===== config.mk =====
export PLATFORM = sky130hd
export DESIGN_NAME = pipe_sequencer
export DESIGN_NICKNAME = d
export VERILOG_FILES = /design/src/rtl/pipe_sequencer.sv
export SDC_FILE = /design/constraint.sdc
export NUM_CORES = 1
export LEC_CHECK = 0
export ABC_AREA = 0
export BUFFER_PORTS_ARGS = -buffer_cell sky130_fd_sc_hd__buf_2
export CORE_AREA = 2 2 39 41
export CTS_CLUSTER_DIAMETER = 120
export DETAILED_ROUTE_END_ITERATION = 10
export DIE_AREA = 0 0 41 43
export HOLD_SLACK_MARGIN = 0.02
export PLACE_DENSITY_LB_ADDON = 0.12
export SLEW_MARGIN = 15
export SYNTH_ARGS = -nofsm -noshare
export SYNTH_HDL_FRONTEND = slang
export SYNTH_SLANG_ARGS = --single-unit
export TNS_END_PERCENT = 100

===== constraint.sdc =====
create_clock -name clk -period 4.25 [get_ports clk]
set_clock_uncertainty 0.05 [all_clocks]
set_input_delay 0.85 -clock clk [delete_from_list [all_inputs] [get_ports clk]]
set_output_delay 0.85 -clock clk [all_outputs]
set_load 0.05 [all_outputs]

===== src/rtl/pipe_sequencer.sv =====
// Purpose: control sequencer for a 5-stage pipeline. Runs IDLE -> RUN -> DRAIN -> HALTED and drives the PC and pipeline-register enables/flushes. Optional perf counters are enabled by PIPE_SEQ_PERF_CNT_EN.
// Latency: all enables, flushes and status outputs are combinational from the current state and inputs (zero cycles). State and counters update on the clock edge.
// Backpressure: a load-use hazard stalls PC and IF/ID and injects one bubble into ID/EX. DRAIN freezes fetch for DRAIN_CYCLES cycles before HALTED.
module pipe_sequencer #(
  parameter int unsigned DRAIN_CYCLES = 4
) (
  input  logic       clk,
  input  logic       rst,
  input  logic       start,
  input  logic       halt_id,
  input  logic       jump_id,
  input  logic       branch_taken,
  input  logic       id_ex_mem_rd,
  input  logic [2:0] id_ex_rd,
  input  logic [2:0] if_id_rs,
  input  logic [2:0] if_id_rt,
  input  logic       if_id_uses_rt,
  output logic       pc_wr,
  output logic       if_id_wr,
  output logic       if_id_flush,
  output logic       id_ex_flush,
  output logic       busy,
  output logic       done,
`ifdef PIPE_SEQ_PERF_CNT_EN
  output logic [15:0] stall_cnt,
  output logic [15:0] flush_cnt,
`endif
  output logic [1:0] state
);

  typedef enum logic [1:0] {
    IDLE   = 2'd0,
    RUN    = 2'd1,
    DRAIN  = 2'd2,
    HALTED = 2'd3
  } seqState_t;

  // The drain counter starts one below the cycle count because the counter reaching zero marks the last DRAIN cycle.
  localparam logic [3:0] DRAIN_LOAD = 4'(DRAIN_CYCLES - 1);

  seqState_t  curState, nextState;
  logic [3:0] drainCnt, drainNext;
  logic       loadUse;

`ifdef PIPE_SEQ_PERF_CNT_EN
  logic       stallEvt, flushEvt;
  logic [15:0] stallCntQ, flushCntQ;
`endif

  // Hazard detection: a load in EX feeds a register read by the instruction in ID.
  assign loadUse = id_ex_mem_rd &
                   ((id_ex_rd == if_id_rs) | (if_id_uses_rt & (id_ex_rd == if_id_rt)));

  // State and drain counter register.
  always_ff @(posedge clk or posedge rst) begin
    if (rst) begin
      curState <= IDLE;
      drainCnt <= 4'd0;
    end else begin
      curState <= nextState;
      drainCnt <= drainNext;
    end
  end

  // Next-state and pipeline control decode. Priority in RUN: branch, then load-use, then jump, then halt.
  always_comb begin
    nextState   = curState;
    drainNext   = drainCnt;
    pc_wr       = 1'b0;
    if_id_wr    = 1'b0;
    if_id_flush = 1'b1;
    id_ex_flush = 1'b1;
`ifdef PIPE_SEQ_PERF_CNT_EN
    stallEvt    = 1'b0;
    flushEvt    = 1'b0;
`endif
    case (curState)
      IDLE: begin
        if (start) nextState = RUN;
      end
      RUN: begin
        if (branch_taken) begin
          pc_wr       = 1'b1;
          if_id_wr    = 1'b1;
`ifdef PIPE_SEQ_PERF_CNT_EN
          flushEvt    = 1'b1;
`endif
        end else if (loadUse) begin
          if_id_flush = 1'b0;
`ifdef PIPE_SEQ_PERF_CNT_EN
          stallEvt    = 1'b1;
`endif
        end else if (jump_id) begin
          pc_wr       = 1'b1;
          if_id_wr    = 1'b1;
          id_ex_flush = 1'b0;
`ifdef PIPE_SEQ_PERF_CNT_EN
          flushEvt    = 1'b1;
`endif
        end else if (halt_id) begin
          // The halt itself moves on into EX; only fetch is frozen.
          id_ex_flush = 1'b0;
          drainNext   = DRAIN_LOAD;
          nextState   = DRAIN;
        end else begin
          pc_wr       = 1'b1;
          if_id_wr    = 1'b1;
          if_id_flush = 1'b0;
          id_ex_flush = 1'b0;
        end
      end
      DRAIN: begin
        if (drainCnt == 4'd0) nextState = HALTED;
        else                  drainNext = drainCnt - 4'd1;
      end
      default: ; // HALTED: only reset leaves.
    endcase
  end

  assign busy  = (curState == RUN) || (curState == DRAIN);
  assign done  = (curState == HALTED);
  assign state = curState;

`ifdef PIPE_SEQ_PERF_CNT_EN
  // Saturating event counters for stalls and control-flow flushes.
  always_ff @(posedge clk or posedge rst) begin
    if (rst) begin
      stallCntQ <= 16'd0;
      flushCntQ <= 16'd0;
    end else begin
      if (stallEvt && stallCntQ != 16'hFFFF) stallCntQ <= stallCntQ + 16'd1;
      if (flushEvt && flushCntQ != 16'hFFFF) flushCntQ <= flushCntQ + 16'd1;
    end
  end

  assign stall_cnt = stallCntQ;
  assign flush_cnt = flushCntQ;
`endif

endmodule


==> impl_results.md <==
- Core ar.: approximately 1400 um^2
- Yosys reg bits: 6
- Remaining DRCs: 0
- EDFF count, synth: 0
- GPL Wtd Cong: 0.7091
- Clk sink count: 6
- Initial core utilization: 43.58%
- Synth top cells by count: 8 x inv_1, 7 x ha_1, 7 x nor2_1, 6 x dfrtp_1
- Pwr dens: 664.6 nW/um^2
- Gate Count Post-Synth: 73
- Yosys Warn Count: 0
- GRT Util Overall: ~17%
- CP required: 3350 ps
- CP Data Arrival Time: 2080 ps
- Part of the cycle the worst path needs: 70.17%
- Post-DP HPWL: 1027 um
- Clock buffer depth: 2
- Worst skew pair latency: 240 ps
- Reg-to-Reg End: state[1]
- First-pass GRT wire length: 2042 um
- Fmax: 335.3 MHz
- Die W: 41 um
- Setup TNS: 0 ps
- CTS buffer count: 3
- Resized cells post-CTS: 0
- Placed cells: 111
- Drt first pass iters: 4
- Worst-path clk slew: about 50 ps
- DP Area: around 730 um^2
- Register area share after synthesis: 24.90%
- Hold Buf Count CTS: 0
- Count leader, synth: inv_1
- Initial antenna violation count: 0
- Worst hold slack: 457.0 ps
- Number of antenna-violating nets in the routed design: 0
- CTS tree: yes
- R2R cell count: 5
- Syn nets: between 90 and 100
- N_diodes: 0
- Largest net degree at the start of global routing: 12
- Worst hold path type: primary input to asynchronous set/reset pin
- Full die area: 1763 um^2
- Critical Path Source Type: primary input
- Standard-cell rows: 14
- DR vias: 600
- Syn avg cell area: between 8 and 9 um^2
- Layout fillers: between 100 and 150
- Total congestion overflow: 0
- IO Pins: 25
- Ys async rst share: 100.0%
- Max cap viols: 0
- Synth-to-layout area growth: 25.10%
- Setup crit end kind: output pin
- Non-filler cells, final: between 100 and 150
- Worst slew margin: 71.26%
- H-Tree Level Count: 1
- Leak pwr: 0.3833 nW
- Top cells by area, synth: dfrtp_1 25%, ha_1 15%, inv_1 5.0%
- Final Hold Violating Endpoints: 0
- Worst slew pin tran: 431.1 ps
- Number of global-route vias before repair: 522
- Area leader, netlist: dfrtp_1
- Fin nets: 124
- Via-to-Cell Ratio: 5.263
- Worst R2R Setup Slack: 2350 ps
- Die Height: 43 um
- Worst Path Max Fanout: 3
- Port Buffers: 24
- Finish-stage setup viols: 0
- Status: finished clean
- Top FF cell, synth: dfrtp_1
- Synthesized area: 603.1 um^2
- RSZ-0062 raised after global routing: false
- RR Startpoint: state[0]
- Final instance area: 754.5 um^2
- Yosys cell types: 29
- Peak supply drop: 0.4679 mV
- Layout cell share with drive strength beyond 1: a little under a third
- Total wire length: approximately 1300 um
- Slew Viols, Final: 0
- Design Power: between 0.5 and 0.6 mW
- Critical path type: primary input to output pin
- Crit path time final: 2982 ps
- Top cell type's share of synthesized area: about a quarter
- First DRT Iteration DRCs: 7
- Number of setup buffers added after CTS: 0
- Avg WL per Cell: 10.98 um
- Root Driver: clkbuf_4
-- metal layers --
| metal | share of wire (%) | vias up | global-route usage [%] |
|---|---|---|---|
| met4 | 1.0 | 0 | 10.00 |
| met3 | 4.1 | 2 | 0 |
| li1 | - | 316 | - |
| met2 | 48 | 17 | 26.25 |
| met5 | 0 | - | 0 |
| met1 | 47 | 265 | 21.02 |
-- registers in the layout, summed over array words and instances (netlist names) --
name      flops
drainCnt      4
state         2
-- final cells by class --
class / instances / area, um^2 / share of cell area, %
repair buffers: 24 / 120.1 / 15.92
clock buffers: 3 / 22.52 / 2.985
inverters: 8 / 30.03 / 3.980
flip-flops and latches: 6 / 150.1 / 19.90
multi-input cells: 57 / 411.6 / 54.56
well taps: 16 / 20.02 / 2.653
-- worst max-delay path, stage by stage --
cell	delay (ps)
buf_2	110
xor2_1	160
nor4_1	380
nor2_1	140
a21oi_1	150
nor2_1	60
buf_2	210
-- report_power, final --
part	internal, mW	switching, mW
combinational	0.0951	0.249
sequential	0.0766	0.0281
clock	0.0319	0.0204
-- worst max path at each step --
stage / from / end / slack (ps) / cells after the start
after global routing: id_ex_rd[2] / if_id_wr / 1130 / 7
after CTS: id_ex_rd[2] / if_id_wr / 1270 / 7
after detailed placement: id_ex_rd[2] / if_id_wr / 1270 / 7
after global placement: id_ex_rd[2] / if_id_wr / 1340 / 7
final: id_ex_rd[2] / if_id_wr / 1270 / 7
after floorplan: id_ex_rd[0] / pc_wr / 950 / 6
-- stage by stage --
stage	setup WS, ps	util (%)
2_1_floorplan	948.9	-
3_3_place_gp	1342	52.89
3_5_place_dp	1275	52.89
4_1_cts	1267	54.52
5_1_grt	1128	54.52
6_report	1268	54.52
-- cells in the final DEF (no fill, tap or decap), drive strengths merged --
master / Yosys / final
nor2: 7 / 7
nand2b: 2 / 2
buf: 1 / 24
o21ai: 4 / 4
nand2: 5 / 5
nor4: 2 / 2
nand3: 5 / 5
and4: 1 / 1
a22o: 2 / 2
clkbuf: 1 / 3
ha: 7 / 7
or4: 1 / 1
a41o: 1 / 1
nand4: 1 / 1
xnor2: 3 / 3
o311ai: 1 / 1
dfrtp: 6 / 6
nor3b: 1 / 1
o31ai: 2 / 2
a31oi: 1 / 1
xor2: 3 / 3
a31o: 1 / 1
a221oi: 1 / 1
a211oi: 1 / 1
mux2: 1 / 1
inv: 8 / 8
a21oi: 3 / 3
a221o: 1 / 1
-- cells by family after synthesis --
family	Yosys count	share of synthesized area, %
and+or+nand+nor	25	21.37
AOI/OAI and AO/OA	18	21.79
buffers and inverters	10	6.847
adders and majority gates	7	14.52
xor gates and xnor gates	6	8.715
DFF	6	24.90
muxes	1	1.867
No activity file was read; power rests on OpenSTA's default activity.
